===== src/rtl/alu_pkg.sv =====
// alu_pkg: shared opcode encoding and default width for the ALU
package alu_pkg;
    localparam int ALU_WIDTH = 8;
    typedef enum logic [2:0] {
        ALU_ADD = 3'b000,
        ALU_SUB = 3'b001,
        ALU_AND = 3'b010,
        ALU_XOR = 3'b011
    } alu_op_t;
endpackage


===== src/rtl/alu_unit_if.sv =====
// alu_unit_if: operand/opcode request and registered result bundle
interface alu_unit_if #(parameter int WIDTH = alu_pkg::ALU_WIDTH);
    logic             in_valid;
    logic [WIDTH-1:0] in1;
    logic [WIDTH-1:0] in2;
    logic [2:0]       op;
    logic [WIDTH-1:0] out;
    logic             zero;
    logic             out_valid;
    modport master (output in_valid, in1, in2, op, input out, zero, out_valid);
    modport slave  (input in_valid, in1, in2, op, output out, zero, out_valid);
endinterface


===== src/rtl/alu_unit_datapath.sv =====
// alu_unit_datapath: combinational ADD/SUB/AND/XOR with zero detect
module alu_unit_datapath
    import alu_pkg::*;
#(
    parameter int WIDTH = ALU_WIDTH
) (
    input  logic [WIDTH-1:0] in1,
    input  logic [WIDTH-1:0] in2,
    input  logic [2:0]       op,
    output logic [WIDTH-1:0] result,
    output logic             result_zero
);
    always_comb begin
        result = (op == ALU_ADD) ? in1 + in2 :
                 (op == ALU_SUB) ? in1 - in2 :
                 (op == ALU_AND) ? in1 & in2 :
                 (op == ALU_XOR) ? in1 ^ in2 : '0;
        result_zero = (result == '0);
    end
endmodule


===== src/rtl/alu_unit.sv =====
// alu_unit: one-cycle registered ALU with valid pipeline bit
module alu_unit
    import alu_pkg::*;
#(
    parameter int WIDTH = ALU_WIDTH
) (
    input  logic       clk,
    input  logic       reset,
    alu_unit_if.slave  bus
);
    logic [WIDTH-1:0] result, out_d, out_q;
    logic             result_zero, zero_d, zero_q, valid_q;

    alu_unit_datapath #(.WIDTH(WIDTH)) u_dp (
        .in1        (bus.in1),
        .in2        (bus.in2),
        .op         (bus.op),
        .result     (result),
        .result_zero(result_zero)
    );

    // zero follows the value being written, so it can never be stale
    always_comb begin
        out_d  = bus.in_valid ? result : out_q;
        zero_d = bus.in_valid ? result_zero : zero_q;
    end

    always_ff @(posedge clk) begin
        if (reset) begin
            out_q   <= '0;
            zero_q  <= 1'b1;
            valid_q <= 1'b0;
        end else begin
            out_q   <= out_d;
            zero_q  <= zero_d;
            valid_q <= bus.in_valid;
        end
    end

    assign bus.out       = out_q;
    assign bus.zero      = zero_q;
    assign bus.out_valid = valid_q;
endmodule


===== src/flat_wrapper.sv =====
// flat-port wrapper written by rule: the top's interface ports become plain ports
module alu_unit_flat import alu_pkg::*;
#(
    parameter int WIDTH = ALU_WIDTH
)
  (clk, reset, bus_in_valid, bus_in1, bus_in2, bus_op, bus_out, bus_zero, bus_out_valid);
  alu_unit_if #(.WIDTH(WIDTH)) bus_i ();
  input  logic clk;
  input  logic reset;
  input wire logic [$bits(bus_i.in_valid)-1:0] bus_in_valid;
  input wire logic [$bits(bus_i.in1)-1:0] bus_in1;
  input wire logic [$bits(bus_i.in2)-1:0] bus_in2;
  input wire logic [$bits(bus_i.op)-1:0] bus_op;
  output wire logic [$bits(bus_i.out)-1:0] bus_out;
  output wire logic [$bits(bus_i.zero)-1:0] bus_zero;
  output wire logic [$bits(bus_i.out_valid)-1:0] bus_out_valid;
  assign bus_i.in_valid = bus_in_valid;
  assign bus_i.in1 = bus_in1;
  assign bus_i.in2 = bus_in2;
  assign bus_i.op = bus_op;
  assign bus_out = bus_i.out;
  assign bus_zero = bus_i.zero;
  assign bus_out_valid = bus_i.out_valid;
  alu_unit #(.WIDTH(WIDTH)) u_core (.clk(clk), .reset(reset), .bus(bus_i));
endmodule

===== config.mk =====
export PLATFORM = sky130hd
export DESIGN_NAME = alu_unit_flat
export DESIGN_NICKNAME = d
export VERILOG_FILES = /design/src/rtl/alu_pkg.sv /design/src/rtl/alu_unit_if.sv /design/src/rtl/alu_unit_datapath.sv /design/src/rtl/alu_unit.sv /design/src/flat_wrapper.sv
export SDC_FILE = /design/constraint.sdc
export NUM_CORES = 1
export LEC_CHECK = 0
export ABC_AREA = 1
export CORE_MARGIN = 3
export CORE_UTILIZATION = 25
export CTS_BUF_LIST = sky130_fd_sc_hd__clkbuf_8
export CTS_CLUSTER_SIZE = 28
export DETAILED_ROUTE_END_ITERATION = 6
export GPL_TIMING_DRIVEN = 0
export SYNTH_ARGS = -nofsm -noshare
export SYNTH_HDL_FRONTEND = slang
export SYNTH_HIERARCHICAL = 1
export SYNTH_SLANG_ARGS = --single-unit

===== constraint.sdc =====
create_clock -name clk -period 1.9 [get_ports clk]
set_clock_uncertainty 0.05 [all_clocks]
set_input_delay 0.38 -clock clk [delete_from_list [all_inputs] [get_ports clk]]
set_output_delay 0.38 -clock clk [all_outputs]
set_load 0.01 [all_outputs]

==> reports/results.tsv, run 1 <==
stage	metric	value	unit
global_route	routing usage on met3	0.7675	%
clock_network	sink count of the clock tree	10	
place	GPL Wtd Cong	0.8252	
synthesis	yosys warns	6	
clock_network	H-tree Lvls	1	
place	Post-DP HPWL	2.740	mm
place	setup slack at placement	-0.7326	ns
clock_network	CTS root buf	clkbuf_8	
sta	final setup violation count	0	
worst_setup_path	CP max stage delay	0.53	ns
worst_setup_path	critical path's top delay family	simple AND/OR/NAND/NOR gates	
global_route	initial antenna violation count	0	
hold_path	hold crit path type	input pin to flop	
cells_and_area	final std cells w/o fill	370	
worst_setup_path	CP required	2.02	ns
run_status	status	completed	
route	Pre-antenna DRT Iters	4	
global_route	largest net degree at the start of global routing	11	
cells_and_area	share of layout cells above drive strength 1	28.00	%
global_route	global-route wire length before repair	5.968	mm
synthesis	FF+latch count, synth	10	
floorplan	Core ar.	0.005303	mm²
worst_setup_path	Max FO, Critical Path	3	
sta	fin crit share	94.88	%
global_route	number of global-route vias before repair	1429	
global_route	Total GRT Usage	11.24	%
sta	Peak Freq	554.7	MHz
clock_network	clock latency on the worst-skew pair	0.23	ns
sta	Final Max Slew Viols	0	
clock_network	hold_buf cts	0	
sta	Final WS setup	0.09730	ns
floorplan	die width	81.60	µm
synthesis	syn nets	299	
pwr	worst vdd ir	0.2822	mV
pwr	leakage	1.118	nW
cells_and_area	nets	341	
sta	min Tclk post-route	1.803	ns
floorplan	Die ar.	0.006659	mm²
synthesis	post-synth top area share	20.23	%
floorplan	die height	81.60	µm
worst_setup_path	Worst Setup Start Kind	input pin	
synthesis	syn_area_per_cell	5.517	µm²
worst_setup_path	Crit. End Element	flop	
worst_setup_path	critical path type	input pin to flop	
cells_and_area	most common cell after layout, fill and taps aside	nand2_1	
cells_and_area	number of diodes	0	
worst_setup_path	Worst Path Buf+Inv	2	
cells_and_area	synthesis-to-layout area growth	49.39	%
cells_and_area	final core occ	40.25	%
flow_run	max-cap viol count	0	
cells_and_area	most frequent cells in the layout	nand2_1 (68), inv_1 (39), nor2_1 (31)	
synthesis	Post-Syn Instances	259	
global_route	aggregate global routing overflow	0	
floorplan	starting density of the core	26.95	%
synthesis	Seq/Total Area, Yosys	14.01	%
global_route	GRT met2 Usage	19.79	%
route	post-route ant nets	0	
clock_network	total CTS buffers	3	
synthesis	synth top area cells	nand2_1 (20%), dfxtp_1 (14%), ha_1 (14%), inv_1 (13%), nor2_1 (11%)	
clock_network	clock transition at the registers of the reported paths	0.05	ns
synthesis	top cell type by total area after synthesis	nand2_1	
clock_network	clk buf depth	2	
global_route	global route hottest layer	met2	
sta	Worst-Margin Slew	0.3271	ns
floorplan	I/O pins	32	
worst_setup_path	worst path cell trace	buf_8 > ha_4 > fa_2 > inv_2 > nand3_2 > nand3_2 > nor2_2 > nand3_1 > nor2_1 > nand3_1 > nor2_1 > nand2_1 > nand3_1	
place	Buffers on Ports	30	
route	vias per cell	4.141	
synthesis	Syn Std Cell Area	0.001429	mm²
route	final wirelength	3.515	mm
pwr	PwrDens	461.7	mW/mm²
floorplan	Site Rows	26	
synthesis	Netlist cell types	24	
route	DRC viols	0	
global_route	global-route met1 utilization	13.96	%
worst_setup_path	Crit path arrival time	1.92	ns
worst_setup_path	slowest CP cell	fa_2	
sta	RSZ-0062 raised after global routing	yes	
clock_network	CTS tree	done	
sta	Rel. slew slack	78.16	%
route	DRT iter0 DRCs	39	
route	routed vias	1532	
place	Placed Instances	359	
route	wire per inst	9.500	µm
sta	endpoints failing hold	0	
worst_setup_path	Critical Path Most Common Cell	nand3_1	
-- registers in the layout, summed over array words and instances (netlist names) --
register / flops
u_core/bus.out: 8
u_core/bus.out_valid: 1
u_core/bus.zero: 1
-- per-stage QoR --
step	power, mW	TNS [ns]	hold slack, ns	area (µm²)
floorplan	0.5010	0	0.4011	1429
global placement	0.6310	-4.021	0.3954	1817
detailed placement	0.6351	-4.256	0.4125	1817
CTS	0.9548	-0.02353	0.3762	2034
global route	1.063	-0.06628	0.4066	2135
finish	0.9854	0	0.3819	2135
-- worst reg2reg max path, delay by kind of cell (launching register included) --
family	cells	cell delay, ns
flops	1	0.31
simple gates	2	0.13
-- worst paths after layout --
path,startpoint,end,slack [ns],cells past startpoint
hold / removal,bus_in_valid,u_core/bus.out[4],0.38,4
setup / recovery,bus_in2[0],u_core/bus.zero,0.1,13
setup reg to reg,u_core/bus.zero,u_core/bus.zero,1.29,2
hold reg to reg,u_core/bus.out[2],u_core/bus.out[2],0.42,2
-- Yosys cell counts, drive strengths merged --
library cell,n
ha,16
inv,54
buf,5
nand4,2
nor2,43
dfxtp,10
clkinv,1
and2,1
or2,2
o22ai,2
nand3,28
fa,2
nand2,79
o21ai,6
a21oi,8
-- repair_timing --
action	in CTS	in global routing
setup endpoints to repair	8	7
buffers inserted	7	2
resized for setup	62	46
pin swaps	22	28
-- routing by layer --
metal,wire length [µm],up-vias
li1,-,864
met4,53,0
met2,1601,25
met5,0,-
met1,1730,639
met3,129,4
-- layout make-up --
type / count / area [µm²]
fillers: 569 / 3168
multi-input cells: 189 / 1177
repair buffers: 39 / 355.3
inverters: 55 / 216.5
flip-flops and latches: 10 / 200.2
well taps: 70 / 87.58
clock buffers: 4 / 55.05
plain buffers: 3 / 42.54
-- logic make-up (layout without fill, tap and decap cells) --
logic type,count (synthesis),count (layout),share of synthesized area (%)
AO/OA/AOI/OAI,16,16,6.567
adder cells (fa/ha/maj),18,18,16.81
buffers and inverters,60,101,17.86
flip-flops,10,10,14.01
AND/OR/NAND/NOR,155,155,44.75
-- power by group --
part	total [mW]	switching (mW)	internal (mW)	leakage (nW)
clock network	0.259	0.0778	0.182	0.0288
logic	0.492	0.266	0.227	1.01
registers	0.234	0.00753	0.226	0.0829
total	0.985	0.351	0.634	1.12
Power figures use the tool's default switching activity.
==> run 2, diff against run 1 <==
- ABC_AREA: 1 -> unset
- CTS_BUF_LIST: sky130_fd_sc_hd__clkbuf_8 -> unset
==> run 2 against run 1 <==
Routed wire length grew 11%. Sequential power shrank 2%. The run now ends with negative setup slack left. Setup slack lost 0.42 ns. Worst hold slack gained 0.00065 ns. Core utilization grew 6.7 points. Largest power group unchanged. Critical path type unchanged. Sequential share of layout area shrank 0.64 points. Critical path depth shrank 3. Non-clock buffer count grew 25. Die area shrank 8.5%. Synthesized cell count shrank 35%. Synthesized area shrank 9.1%. Sequential cell count is the same.
==> reports/results.tsv, run 2 <==
stage	metric	value	unit	change
floorplan	Core ar.	0.004880	mm²	-8.0%
worst_setup_path	CP required	1.98	ns	-0.04 ns
worst_setup_path	Crit. End Element	flop		
synthesis	yosys warns	6		unchanged
synthesis	Synth async-reset ratio	0	%	unchanged
route	DRC viols	0		unchanged
run_status	status	finished with violations		
sta	final setup violation count	5		+5
global_route	Total GRT Usage	12.36	%	+1.1 points
flow_run	max-cap viol count	0		unchanged
worst_setup_path	Worst Path Buf+Inv	2		unchanged
worst_setup_path	critical path type	input pin to flop		
cells_and_area	Storage cell area	200.2	µm²	unchanged
clock_network	H-tree Lvls	1		unchanged
place	Post-DP HPWL	2.483	mm	-9.4%
global_route	global-route wire length before repair	6.085	mm	+2.0%
sta	Peak Freq	449.0	MHz	-19%
synthesis	top-count cell post-synth	nor2_1		
cells_and_area	Multi-input gate area	0.001267	mm²	+7.7%
synthesis	Post-Syn Instances	168		-35%
floorplan	Site Rows	25		-3.8%
sta	Worst-Margin Slew	0.3441	ns	+0.01701 ns
clock_network	clk buf depth	2		unchanged
synthesis	syn nets	208		-30%
floorplan	die height	78.08	µm	-4.3%
worst_setup_path	Reg2Reg Setup Slack	1.11	ns	-0.18 ns
sta	Setup TNS	-1.076	ns	-1.076 ns
synthesis	Seq/Total Area, Yosys	15.41	%	+1.4 points
sta	RSZ-0062 raised after global routing	yes		
cells_and_area	flip-flop count of the largest register after layout	8		unchanged
sta	fin crit share	117.2	%	+22 points
run_status	violated checks	negative setup slack		
sta	Final Max Slew Viols	0		unchanged
worst_setup_path	Stages on worst setup path	10		-3
worst_setup_path	slowest CP cell	fa_2		
route	Pre-antenna DRT Iters	5		+1
clock_network	total CTS buffers	3		unchanged
global_route	aggregate global routing overflow	0		unchanged
route	routed vias	1415		-7.6%
synthesis	Post-synth EDFFs	0		unchanged
synthesis	Primary FF master, synth	dfxtp_1		
synthesis	top cell type by total area after synthesis	dfxtp_1		
pwr	Power Total	1.064	mW	+8.0%
worst_setup_path	FF-to-FF path depth	2		unchanged
worst_setup_path	worst path cell trace	buf_12 > ha_4 > inv_2 > fa_2 > o31a_1 > o31a_1 > and3_4 > nor4_4 > nor4b_2 > a211o_1		
place	GPL Wtd Cong	0.8404		+1.8%
clock_network	hold_buf cts	0		unchanged
global_route	initial antenna violation count	0		unchanged
clock_network	CTS tree	done		
sta	endpoints failing hold	0		unchanged
synthesis	FF+latch count, synth	10		unchanged
pwr	worst vdd ir	0.2386	mV	-15%
route	post-route ant nets	0		unchanged
hold_path	hold crit path type	input pin to flop		
synthesis	Syn Std Cell Area	0.001299	mm²	-9.1%
sta	min Tclk post-route	2.227	ns	+0.4247 ns
worst_setup_path	Critical Path Most Common Cell	o31a_1		
floorplan	I/O pins	32		unchanged
synthesis	synth top area cells	dfxtp_1 (15%), ha_1 (15%), mux2i_1 (6.9%), nor2_1 (6.6%), a21oi_1 (3.9%)		
clock_network	clock transition at the registers of the reported paths	0.05	ns	about the same
synthesis	Synth top cells by count	nor2_1 (23), ha_1 (16), inv_1 (12)		
clock_network	CTS root buf	clkbuf_8		
place	setup slack at placement	-1.420	ns	-0.6877 ns
worst_setup_path	Worst Setup Start Kind	input pin		
synthesis	syn_area_per_cell	7.731	µm²	+40%
floorplan	die width	78.08	µm	-4.3%
synthesis	Netlist cell types	46		+92%
worst_setup_path	CP max stage delay	0.34	ns	-0.19 ns
worst_setup_path	critical path's top delay family	compound AO/OA/AOI/OAI gates		
cells_and_area	number of diodes	0		unchanged
cells_and_area	Layout fillers	489		-14%
cells_and_area	final core occ	46.92	%	+6.7 points
synthesis	post-synth top area share	15.41	%	-4.8 points
hold_path	Worst Hold Path Cells	2		-2
global_route	largest net degree at the start of global routing	11		unchanged
clock_network	sink count of the clock tree	10		unchanged
cells_and_area	nets	268		-21%
route	final wirelength	3.894	mm	+11%
cells_and_area	most common cell after layout, fill and taps aside	nor2_1		
pwr	leakage	0.9829	nW	-12%
place	Buffers on Ports	30		unchanged
floorplan	Die ar.	0.006096	mm²	-8.5%
clock_network	clock latency on the worst-skew pair	0.24	ns	about the same
worst_setup_path	Crit path arrival time	2.31	ns	+0.39 ns
pwr	PwrDens	464.9	mW/mm²	+0.70%
sta	Rel. slew slack	76.88	%	-1.3 points
worst_setup_path	Max FO, Critical Path	3		unchanged
cells_and_area	most frequent cells in the layout	nor2_1 (22), buf_4 (21), clkdlybuf4s50_1 (14)		
cells_and_area	synthesis-to-layout area growth	76.30	%	
sta	Final WS setup	-0.3274	ns	-0.4247 ns
route	wire per inst	13.29	µm	+40%
cells_and_area	share of layout cells above drive strength 1	45.58	%	+18 points
floorplan	starting density of the core	26.62	%	-0.33 points
global_route	number of global-route vias before repair	1356		-5.1%
route	DRT iter0 DRCs	80		+110%
route	vias per cell	4.829		+17%
-- run 2: changes by cell type after synthesis, moves of 4 or more --
cell,previous run,this run
nor2b_1,0,4
inv_1,48,12
nand3_1,28,2
nand2b_1,0,6
nor3_1,0,4
mux2i_1,0,9
nor2_1,42,23
o21ai_0,3,8
xnor2_1,0,4
inv_2,6,2
clkbuf_1,0,4
nand2_1,77,10
-- run 2: metrics by stage --
stage,cell area [µm²],std cells,hold slack (ns)
2_1_floorplan,1361,168,0.4812
3_3_place_gp,1745,265,0.4238
3_5_place_dp,1745,265,0.4306
4_1_cts,2193,287,0.3873
5_1_grt,2290,293,0.3996
6_report,2290,293,0.3825
-- run 2: worst paths after layout --
path                startpoint                 to
min reg2reg  u_core/bus.out[1]  u_core/bus.out[1]
min                      reset  u_core/bus.out[4]
max reg2reg    u_core/bus.zero    u_core/bus.zero
max                 bus_in1[0]    u_core/bus.zero
-- run 2: area by class of cell --
class | instances | area share (%)
multi-input combinational | 132 | 55.36
timing repair buffer | 57 | 22.40
sequential | 10 | 8.743
tap | 67 | 3.661
clock buffer | 3 | 1.803
inverter | 14 | 3.279
buffer | 10 | 4.754
-- run 2: logic make-up (layout without fill, tap and decap cells) --
| logic type | after synthesis | count (layout) | share of synthesized area (%) |
|---|---|---|---|
| buffers and inverters | 26 | 84 | 9.344 |
| xor gates and xnor gates | 5 | 5 | 3.372 |
| muxes | 12 | 12 | 10.69 |
| AOI/OAI and AO/OA | 37 | 37 | 19.65 |
| and+or+nand+nor | 60 | 60 | 23.02 |
| adders and majority gates | 18 | 18 | 18.50 |
| DFF | 10 | 10 | 15.41 |
-- run 2: repair_timing --
item | 4_1_cts | 5_1_grt
setup buffers | 20 | 5
cloned | 0 | 2
gates resized for setup | 115 | 24
setup endpoints to repair | 8 | 7
endpoints found under the hold margin | 0 | 0
pin swaps | 32 | 19
-- run 2: worst register-to-register path: stages (launching register included) --
cell     delay [ns]
dfxtp_1        0.30
nor2b_1        0.12
a211o_1        0.21
-- run 2: power breakdown --
group / internal, mW / switching [mW] / total (mW)
clock: 0.139 / 0.0835 / 0.222
combinational: 0.331 / 0.282 / 0.613
sequential: 0.224 / 0.00579 / 0.229
-- run 2: routing by layer --
metal / share of wire, % / vias up / global-route usage (%)
met2: 51 / 50 / 21.23
met5: 0 / - / 0
li1: - / 703 / -
met3: 5.6 / 8 / 1.376
met1: 42 / 654 / 15.40
met4: 1.4 / 0 / 5.769
==> run 3, diff against run 2 <==
- CORE_MARGIN: 3 -> unset
==> run 3 against run 2 <==
The flow still finishes with violations (negative setup slack). First-iteration DRC count down 64%. Core utilization shrank 1.3 points. Sequential share of layout area up 0.31 points. Die area down 10%. Power is essentially flat. Global-route usage grew 1.5 points. Setup slack worse by 0.0027 ns. Via count fell by 3.8%. Sequential power barely moved. Cell area decreased by 3.4%. Non-clock buffer count decreased by 8. Critical endpoint unchanged. Highest routed layer unchanged.
==> reports/results.tsv, run 3 (same netlist as run 2, synthesis figures left out) <==
stage	metric	value	unit	change
run_status	violated checks	negative setup slack		
cells_and_area	most frequent cells in the layout	nor2_1 (22), buf_4 (16), clkdlybuf4s50_1 (15)		
worst_setup_path	Critical Path End	u_core/bus.zero		
worst_setup_path	Max FO, Critical Path	10		+7
route	wire per inst	12.72	µm	-4.3%
pwr	worst vdd ir	0.1870	mV	-22%
floorplan	Core ar.	0.004848	mm²	-0.64%
floorplan	die width	74.08	µm	-5.1%
floorplan	Die ar.	0.005487	mm²	-10%
place	Buffers on Ports	30		unchanged
clock_network	sink count of the clock tree	10		unchanged
route	DRT iter0 DRCs	29		-64%
worst_setup_path	Crit. End Element	flop		
pwr	sequential power share	21.6	%	about the same
worst_setup_path	Crit path arrival time	2.31	ns	about the same
sta	final setup violation count	5		unchanged
place	GPL Wtd Cong	0.8277		-1.5%
pwr	Sw Pwr	0.3539	mW	-4.7%
sta	Worst-Margin Slew	0.4186	ns	+0.07448 ns
hold_path	hold crit path type	input pin to flop		
clock_network	clock transition at the registers of the reported paths	0.05	ns	about the same
place	Post-DP HPWL	2.426	mm	-2.3%
run_status	status	finished with violations		
global_route	global-route met1 utilization	17.52	%	+2.1 points
cells_and_area	cell area after layout	0.002211	mm²	-3.4%
cells_and_area	share of layout cells above drive strength 1	42.47	%	-3.1 points
clock_network	CTS root buf	clkbuf_8		
sta	fin crit share	117.4	%	+0.14 points
global_route	Total GRT Usage	13.88	%	+1.5 points
pwr	switching share of power	33.23	%	-1.7 points
clock_network	H-tree Lvls	1		unchanged
clock_network	clk buf depth	2		unchanged
cells_and_area	Layout fillers	469		-4.1%
worst_setup_path	Reg2Reg Setup Slack	1.11	ns	about the same
worst_setup_path	reg2reg end	u_core/bus.zero		
sta	RSZ-0062 raised after global routing	yes		
global_route	routing usage on met3	0.4065	%	-0.97 points
global_route	GRT met2 Usage	24.24	%	+3.0 points
place	placed instance area	0.001745	mm²	unchanged
global_route	largest net degree at the start of global routing	11		unchanged
place	setup slack at placement	-1.431	ns	-0.01111 ns
sta	Peak Freq	448.4	MHz	-0.12%
cells_and_area	flip-flop count of the largest register after layout	8		unchanged
route	final wirelength	3.639	mm	-6.5%
route	post-route ant nets	0		unchanged
floorplan	Site Rows	25		unchanged
pwr	Combinational Power Share	53.8	%	-3.8 points
worst_setup_path	FF-to-FF path depth	2		unchanged
clock_network	CTS tree	done		
clock_network	hold_buf cts	0		unchanged
sta	Rel. slew slack	72.03	%	-4.8 points
route	DRC viols	0		unchanged
sta	min Tclk post-route	2.230	ns	+0.002696 ns
sta	Setup TNS	-0.9171	ns	+0.1587 ns
floorplan	I/O pins	32		unchanged
worst_setup_path	Worst Setup Start Kind	input pin		
worst_setup_path	crit path from	bus_op[0]		
global_route	aggregate global routing overflow	0		unchanged
cells_and_area	synthesis-to-layout area growth	70.23	%	
cells_and_area	nets	260		-3.0%
cells_and_area	most common cell after layout, fill and taps aside	nor2_1		
global_route	global route hottest layer	met2		
route	Pre-antenna DRT Iters	4		-1
global_route	global-route wire length before repair	5.961	mm	-2.0%
pwr	PwrDens	481.7	mW/mm²	+3.6%
route	vias per cell	4.759		-1.5%
floorplan	starting density of the core	26.79	%	+0.17 points
flow_run	max-cap viol count	0		unchanged
pwr	leakage	0.9275	nW	-5.6%
worst_setup_path	Worst R2R Start	u_core/bus.zero		
route	routed vias	1361		-3.8%
pwr	Internal	0.7111	mW	+2.6%
clock_network	clock latency on the worst-skew pair	0.23	ns	about the same
sta	Final Max Slew Viols	0		unchanged
sta	Hold WS	0.3765	ns	-0.006019 ns
global_route	initial antenna violation count	0		unchanged
pwr	clock power share	24.6	%	+3.7 points
global_route	number of global-route vias before repair	1306		-3.7%
cells_and_area	number of diodes	0		unchanged
clock_network	total CTS buffers	3		unchanged
worst_setup_path	CP required	1.98	ns	about the same
sta	endpoints failing hold	0		unchanged
sta	Final WS setup	-0.3301	ns	-0.002696 ns
worst_setup_path	critical path type	input pin to flop		
floorplan	die height	74.08	µm	-5.1%
==> run 3: worst min path at each step <==
stage | start | end | depth (start not counted)
after floorplan | u_core/bus.out[0] | u_core/bus.out[0] | 2
after global placement | u_core/bus.out[6] | u_core/bus.out[6] | 2
after detailed placement | u_core/bus.out[6] | u_core/bus.out[6] | 2
after CTS | reset | u_core/bus.out[5] | 2
after global routing | reset | u_core/bus.out[3] | 2
final | reset | u_core/bus.out[6] | 2
==> run 3: power groups by stage <==
| stage | Clock (mW) | Sequential, mW | Combinational, mW |
|---|---|---|---|
| 2_1_floorplan | 0 | 0.239 | 0.267 |
| 3_3_place_gp | 0 | 0.234 | 0.401 |
| 3_5_place_dp | 0 | 0.234 | 0.403 |
| 4_1_cts | 0.271 | 0.230 | 0.536 |
| 5_1_grt | 0.281 | 0.231 | 0.618 |
| 6_report | 0.262 | 0.230 | 0.573 |
==> run 3: timing repair <==
item,CTS,global route
setup buffers,16,1
hold endpoints to repair,0,0
gates resized for setup,109,15
pin swaps,33,12
setup endpoints to repair,8,6
cloned,2,1
==> run 3: metrics by stage <==
step | utilization, % | power, mW | cells
floorplan | - | 0.5065 | 168
global placement | 36.00 | 0.6345 | 265
detailed placement | 36.00 | 0.6373 | 265
CTS | 44.59 | 1.037 | 285
global route | 45.60 | 1.131 | 286
finish | 45.60 | 1.065 | 286
==> run 3: final cells by class <==
type | instances | area [µm²] | share of cell area (%)
buffer | 11 | 118.9 | 5.376
clock buffer | 4 | 55.05 | 2.490
inverter | 14 | 75.07 | 3.396
multi-input combinational | 132 | 1242 | 56.20
sequential | 10 | 200.2 | 9.055
tap | 67 | 83.83 | 3.792
timing repair buffer | 48 | 435.4 | 19.69
==> run 3: worst max-delay path, stage by stage <==
cell	delay, ns
clkdlybuf4s50_1	0.50
buf_6	0.16
nor3b_1	0.39
a21oi_1	0.18
nor4_4	0.32
nor4b_2	0.09
a211o_1	0.29
==> run 3: layer usage <==
metal	vias to the layer above	part of all wire, %
li1	684	-
met1	627	46
met2	45	48
met3	5	4.3
met4	0	1.7
met5	-	0
